**src/rtl/vmem_arbiter_pkg.sv**
```systemverilog
`default_nettype none
// ============================================================================
// Module   : vmem_arbiter_pkg
// Brief    : Shared widths, grant-state encoding and write-entry type for the
//            video-memory arbiter and its write FIFO.
// Revision : 1.0 - initial release
// ============================================================================
package vmem_arbiter_pkg;

    localparam int ADDR_W     = 19;
    localparam int DATA_W     = 24;
    localparam int FIFO_DEPTH = 4;
    localparam int H_W        = 10;
    localparam int V_W        = 9;
    localparam int LEVEL_W    = $clog2(FIFO_DEPTH + 1);
    localparam int STAT_W     = 16;

    // Grant state: what the memory port is doing in the current cycle
    typedef logic [1:0] grant_state_t;
    localparam grant_state_t ST_IDLE = 2'd0;
    localparam grant_state_t ST_RD   = 2'd1;
    localparam grant_state_t ST_WR   = 2'd2;

    typedef struct packed {
        logic [ADDR_W-1:0] addr;
        logic [DATA_W-1:0] data;
    } wr_entry_t;

    // Video memory is laid out column-major: horizontal coordinate in the MSBs
    function automatic logic [ADDR_W-1:0] pixel_addr(
        input logic [H_W-1:0] h,
        input logic [V_W-1:0] v
    );
        return {h, v};
    endfunction

endpackage
`default_nettype wire

```
**src/rtl/vmem_wfifo.sv**
```systemverilog
`default_nettype none
// ============================================================================
// Module   : vmem_wfifo
// Brief    : Small first-word-fall-through FIFO holding pending pixel writes.
// Revision : 1.0 - initial release
// ============================================================================
module vmem_wfifo
    import vmem_arbiter_pkg::*;
(
    input  logic               clk,
    input  logic               rst,
    input  logic               push,
    input  wr_entry_t          push_entry,
    input  logic               pop,
    output wr_entry_t          head,
    output logic               full,
    output logic               empty,
    output logic [LEVEL_W-1:0] level
);

    localparam int PTR_W = $clog2(FIFO_DEPTH);

    wr_entry_t          r_mem [FIFO_DEPTH];
    logic [PTR_W-1:0]   r_wr_ptr;
    logic [PTR_W-1:0]   r_rd_ptr;
    logic [LEVEL_W-1:0] r_level;
    logic               w_do_push;
    logic               w_do_pop;

    function automatic logic [PTR_W-1:0] ptr_inc(input logic [PTR_W-1:0] p);
        return (p == PTR_W'(FIFO_DEPTH - 1)) ? '0 : p + PTR_W'(1);
    endfunction

    assign full      = (r_level == LEVEL_W'(FIFO_DEPTH));
    assign empty     = (r_level == '0);
    assign w_do_push = push & ~full;
    assign w_do_pop  = pop & ~empty;
    assign head      = r_mem[r_rd_ptr];
    assign level     = r_level;

    // Storage carries no reset; only the pointers define validity
    always_ff @(posedge clk) begin
        if (w_do_push) begin
            r_mem[r_wr_ptr] <= push_entry;
        end
    end

    always_ff @(posedge clk) begin
        if (rst) begin
            r_wr_ptr <= '0;
            r_rd_ptr <= '0;
            r_level  <= '0;
        end else begin
            if (w_do_push) begin
                r_wr_ptr <= ptr_inc(r_wr_ptr);
            end
            if (w_do_pop) begin
                r_rd_ptr <= ptr_inc(r_rd_ptr);
            end
            case ({w_do_push, w_do_pop})
                2'b10:   r_level <= r_level + LEVEL_W'(1);
                2'b01:   r_level <= r_level - LEVEL_W'(1);
                default: r_level <= r_level;
            endcase
        end
    end

endmodule
`default_nettype wire

```
**src/rtl/vmem_arbiter.sv**
```systemverilog
`default_nettype none
// ============================================================================
// Module   : vmem_arbiter
// Brief    : Read-priority arbiter between VGA scan-out and a queued write
//            client on a single-port video memory. Optional counters are built
//            when VMEM_ARBITER_STATS_EN is defined.
// Revision : 1.0 - initial release
// ============================================================================
module vmem_arbiter
    import vmem_arbiter_pkg::*;
(
    input  logic                clk,
    input  logic                rst,
    input  logic                rd_en,
    input  logic [H_W-1:0]      h_addr,
    input  logic [V_W-1:0]      v_addr,
    output logic                rd_valid,
    output logic [DATA_W-1:0]   rd_data,
    input  logic                wr_valid,
    input  logic [ADDR_W-1:0]   wr_addr,
    input  logic [DATA_W-1:0]   wr_data,
    output logic                wr_ready,
    output logic                mem_en,
    output logic                mem_we,
    output logic [ADDR_W-1:0]   mem_addr,
    output logic [DATA_W-1:0]   mem_wdata,
    input  logic [DATA_W-1:0]   mem_rdata,
    output logic [LEVEL_W-1:0]  wr_level
`ifdef VMEM_ARBITER_STATS_EN
    ,
    output logic [STAT_W-1:0]   stall_cnt,
    output logic [STAT_W-1:0]   wr_cnt
`endif
);

    grant_state_t r_state;
    grant_state_t w_state_nxt;
    logic         r_ready_en;
    logic         r_rd_valid;
    logic         w_push;
    logic         w_pop;
    logic         w_full;
    logic         w_empty;
    wr_entry_t    w_head;
    wr_entry_t    w_push_entry;

    // Held low for one cycle after reset so wr_ready reads 0 straight out of reset
    always_ff @(posedge clk) begin
        if (rst) begin
            r_ready_en <= 1'b0;
        end else begin
            r_ready_en <= 1'b1;
        end
    end

    // Ready depends only on occupancy, never on a same-cycle pop
    assign wr_ready     = r_ready_en & ~w_full;
    assign w_push       = wr_valid & wr_ready;
    assign w_pop        = ~rd_en & ~w_empty;
    assign w_push_entry = '{addr: wr_addr, data: wr_data};

    vmem_wfifo u_wfifo (
        .clk        (clk),
        .rst        (rst),
        .push       (w_push),
        .push_entry (w_push_entry),
        .pop        (w_pop),
        .head       (w_head),
        .full       (w_full),
        .empty      (w_empty),
        .level      (wr_level)
    );

    always_comb begin
        w_state_nxt = ST_IDLE;
        if (rd_en) begin
            w_state_nxt = ST_RD;
        end else if (!w_empty) begin
            w_state_nxt = ST_WR;
        end
    end

    always_ff @(posedge clk) begin
        if (rst) begin
            r_state   <= ST_IDLE;
            mem_en    <= 1'b0;
            mem_we    <= 1'b0;
            mem_addr  <= '0;
            mem_wdata <= '0;
        end else begin
            r_state <= w_state_nxt;
            case (w_state_nxt)
                ST_RD: begin
                    mem_en    <= 1'b1;
                    mem_we    <= 1'b0;
                    mem_addr  <= pixel_addr(h_addr, v_addr);
                    mem_wdata <= '0;
                end
                ST_WR: begin
                    mem_en    <= 1'b1;
                    mem_we    <= 1'b1;
                    mem_addr  <= w_head.addr;
                    mem_wdata <= w_head.data;
                end
                default: begin
                    mem_en    <= 1'b0;
                    mem_we    <= 1'b0;
                    mem_addr  <= '0;
                    mem_wdata <= '0;
                end
            endcase
        end
    end

    // The memory returns data one cycle after the RD grant cycle
    always_ff @(posedge clk) begin
        if (rst) begin
            r_rd_valid <= 1'b0;
        end else begin
            r_rd_valid <= (r_state == ST_RD);
        end
    end

    assign rd_valid = r_rd_valid;
    assign rd_data  = r_rd_valid ? mem_rdata : '0;

`ifdef VMEM_ARBITER_STATS_EN
    logic [STAT_W-1:0] r_stall_cnt;
    logic [STAT_W-1:0] r_wr_cnt;

    always_ff @(posedge clk) begin
        if (rst) begin
            r_stall_cnt <= '0;
            r_wr_cnt    <= '0;
        end else begin
            if (wr_valid && !wr_ready && (r_stall_cnt != '1)) begin
                r_stall_cnt <= r_stall_cnt + STAT_W'(1);
            end
            if (w_pop && (r_wr_cnt != '1)) begin
                r_wr_cnt <= r_wr_cnt + STAT_W'(1);
            end
        end
    end

    assign stall_cnt = r_stall_cnt;
    assign wr_cnt    = r_wr_cnt;
`endif

endmodule
`default_nettype wire
```
**config.mk**
```make
export PLATFORM = sky130hd
export DESIGN_NAME = vmem_arbiter
export DESIGN_NICKNAME = d
export VERILOG_FILES = /design/src/rtl/vmem_arbiter_pkg.sv /design/src/rtl/vmem_wfifo.sv /design/src/rtl/vmem_arbiter.sv
export SDC_FILE = /design/constraint.sdc
export NUM_CORES = 1
export LEC_CHECK = 0
export BUFFER_PORTS_ARGS = -buffer_cell sky130_fd_sc_hd__buf_2
export CAP_MARGIN = 10
export CORE_MARGIN = 10
export CORE_UTILIZATION = 25
export DETAILED_ROUTE_END_ITERATION = 10
export GPL_TIMING_DRIVEN = 0
export PLACE_DENSITY = 0.41
export SLEW_MARGIN = 30
export SYNTH_ARGS = -nofsm -noshare
export SYNTH_HDL_FRONTEND = slang
export SYNTH_HIERARCHICAL = 1
export SYNTH_SLANG_ARGS = --single-unit
```
**constraint.sdc**
```tcl
create_clock -name clk -period 3.52 [get_ports clk]
set_input_delay 0.704 -clock clk [delete_from_list [all_inputs] [get_ports clk]]
set_output_delay 0.704 -clock clk [all_outputs]
set_load 0.01 [all_outputs]
```
==> key figures <==
Placed design
  • Placed Cells incl. Taps: 1066
  • PortBufs: 163
  • Pre-CTS WS: 535.3 ps
  • DP HPWL: approximately 15 mm
  • Final Wtd Congestion: 0.8026
  • DP Area: between 0.009 and 0.01 mm2

Power and ir drop
  • Total power: 6.090 mW
  • Power Density: roughly 560 mW/mm2
  • P_leak: 4.011 nW
  • Max IR drop VDD: 0.3581 mV

Floorplan
  • Die Area: 0.04160 mm2
  • Ports: between 150 and 200
  • Die W: between 200 and 250 um
  • # rows: 67
  • Initial cell density of the core: 25.29%
  • Core area: 0.03345 mm2
  • Die height: 204.0 um

Worst setup path
  • Crit path capture type: flop
  • Crit Path Max Fanout: 9
  • Setup CP Type: reg -> reg
  • Critical path data arrival time: 3370 ps
  • Worst setup SP type: flop
  • Worst EP required: 3980 ps

CTS
  • Root Buffer: clkbuf_16
  • Post-cts gate resize count: 0
  • Worst-path clk slew: 60 ps
  • # hold bufs at CTS: 0
  • Clock Sinks: 229
  • Post-CTS Setup Inserts: 0
  • Clock buffer depth: 3
  • Inserted Clock Buffers: 27
  • Worst-skew pair later-pin latency: 530 ps
  • # H-tree levels: 1
  • TritonCTS clock tree: done

Timing
  • Worst slew margin: 44.49%
  • Worst-Margin Slew: 832.7 ps
  • Slew Limit Fails: 0
  • Count of final hold-check violations: 0
  • Final Skew: between 10 and 15 ps
  • F_max: 343.5 MHz
  • RSZ-0062 raised after global routing: no
  • Tcrit/Tclk final: 82.72%
  • Final setup fails: 0
  • Final min period: 2912 ps
  • Setup ws final: just over 600 ps

Synth
  • Post-synth ARST share: 0%
  • Post-synthesis cell area: 0.008461 mm2
  • FF+latch count, synth: 229
  • Yosys warning total: 6
  • Seq/Total Area, Yosys: 74.53%
  • Syn nets: 548
  • Netlist cell types: 39
  • EDFF count, synth: 172
  • Top FF cell, synth: edfxtp_1
  • Avg Inst Size Synth: 18.76 um2
  • Cells after Synth: 451

Run
  • Maximum Capacitance Violations: 0

Run status
  • Status: finished, final reports clean

Detailed routing
  • Routed WL: 21.97 mm
  • Drt first-iter violations: 191
  • Vias per inst: about 4.2
  • Post-DRT Antenna Nets: 0
  • Routed vias: 4650
  • DR pass1 iterations: 4
  • Detailed-route wire length per cell: 19.65 um
  • Residual DRC count: 0

Global routing
  • GRT Total Usage: between 10% and 20%
  • Largest net degree at the start of global routing: 26
  • First-pass GRT wire length: 32.85 mm
  • Grt total ovfl: 0
  • Vias in the first global route: 5229
  • Initial antenna violation count: 7

Cells and area
  • Final design utilization: 32.33%
  • Fin nets: 744
  • Layout Area Growth over Synthesis: 27.80%
  • Design Area, Final: 0.01081 mm2
  • Ratio of cells with drive above 1 in the final layout: around 43%
  • Layout Cells excl Fill: 1118

Hold path
  • HP Class: in -> reg
[where the power goes]
| part | switching [mW] | total (mW) | internal [mW] |
|---|---|---|---|
| combinational | 0.204 | 0.368 | 0.164 |
| clock | 1.07 | 2.72 | 1.65 |
| sequential | 0.0224 | 3.00 | 2.98 |
[cell families after synthesis]
family | share of synthesized area, %
DFF | 74.53
and+or+nand+nor | 6.492
buffers and inverters | 2.691
muxes | 11.56
AOI/OAI and AO/OA | 3.387
adders and majority gates | 1.124
xor gates and xnor gates | 0.2071
[per-stage QoR]
step / hold WS [ps] / setup TNS, ps
finish: 385.2 / 0
global route: 358.3 / 0
CTS: 345.5 / 0
detailed placement: 454.8 / 0
global placement: 453.1 / -14070
floorplan: 442.1 / 0
[sequential cells by signal (all words and copies together) (netlist names), 2 cells and up, named ones only]
register	cells
u_wfifo/level	3
u_wfifo/r_wr_ptr	2
mem_wdata	24
u_wfifo/r_mem	172
u_wfifo/r_rd_ptr	2
mem_addr	19
[synthesized netlist by cell type, types with 2 or more instances]
| cell | count | area (um2) |
|---|---|---|
| and2_1 | 49 | 306.5 |
| o32ai_2 | 10 | 162.7 |
| buf_6 | 3 | 33.78 |
| buf_4 | 6 | 45.04 |
| dfxtp_1 | 57 | 1141 |
| buf_2 | 7 | 35.03 |
| ha_1 | 6 | 75.07 |
| a21oi_1 | 5 | 25.02 |
| and3_2 | 3 | 22.52 |
| nor3_1 | 2 | 10.01 |
| inv_1 | 21 | 78.83 |
| nand3_1 | 2 | 10.01 |
| nand2_1 | 18 | 67.56 |
| nor2_1 | 4 | 15.01 |
| nand2b_1 | 6 | 37.54 |
| or2_1 | 2 | 12.51 |
| clkbuf_1 | 7 | 26.28 |
| o22ai_1 | 6 | 37.54 |
| edfxtp_1 | 172 | 5165 |
| a32o_1 | 2 | 20.02 |
| nor2b_1 | 2 | 12.51 |
| mux4_2 | 43 | 968.4 |
| xor2_1 | 2 | 17.52 |
[metal layers]
| layer | up-vias | part of all wire, % | GRT usage (%) |
|---|---|---|---|
| met5 | - | 0.27 | 0 |
| met4 | 10 | 2.3 | 2.724 |
| met3 | 45 | 8.0 | 3.741 |
| met2 | 156 | 47 | 17.39 |
| met1 | 2319 | 42 | 12.37 |
| li1 | 2120 | - | - |
[path summary, 6_finish.rpt]
check	from	cells after the start	slack, ps	endpoint
setup / recovery	u_wfifo/level[2]	13	610	u_wfifo/level[2]
hold / removal	wr_data[4]	1	390	u_wfifo/r_mem[2][4]
setup reg to reg	u_wfifo/level[2]	13	610	u_wfifo/level[2]
hold reg to reg	r_state[0]	1	460	rd_valid
[cell usage in the layout (no fill, tap or decap), drive strengths merged]
| cell type | n |
|---|---|
| mux4 | 43 |
| or3b | 1 |
| nand2 | 18 |
| a21o | 1 |
| and3 | 4 |
| nand3 | 2 |
| nor2 | 4 |
| a32o | 2 |
| buf | 183 |
| or2 | 2 |
| edfxtp | 172 |
| diode | 2 |
| clkinv | 10 |
| nor3b | 1 |
| nor3 | 3 |
| o32ai | 11 |
| mux2i | 1 |
| ha | 6 |
| o22ai | 6 |
| o21ai | 1 |
| and2 | 50 |
| nor2b | 2 |
| clkinvlp | 2 |
| inv | 23 |
| nand2b | 6 |
| clkbuf | 42 |
| xor2 | 2 |
| bufinv | 3 |
| o31ai | 2 |
| a21oi | 5 |
| fa | 1 |
| dfxtp | 57 |
| or3 | 2 |
[critical path, stage by stage, from the launching register on]
cell and delay [ps]:
dfxtp_1 400, or3b_1 390, buf_6 150, inv_1 50, nor2b_1 40, and2_1 250
and2_4 180, inv_1 50, ha_1 170, inv_1 60, fa_1 380, xor2_1 160
or3_2 410, a21oi_1 140
[area by class of cell]
type	count	area, um2
clock buffer	34	711.9
antenna	2	5.005
inverter	22	82.58
fill	3292	22640
sequential	229	6306
clock inverter	16	162.7
timing repair buffer	167	895.9
multi-input combinational	176	1943
buffer	24	145.1
tap	448	560.5
Note: power is estimated with default switching activity, not from simulation.
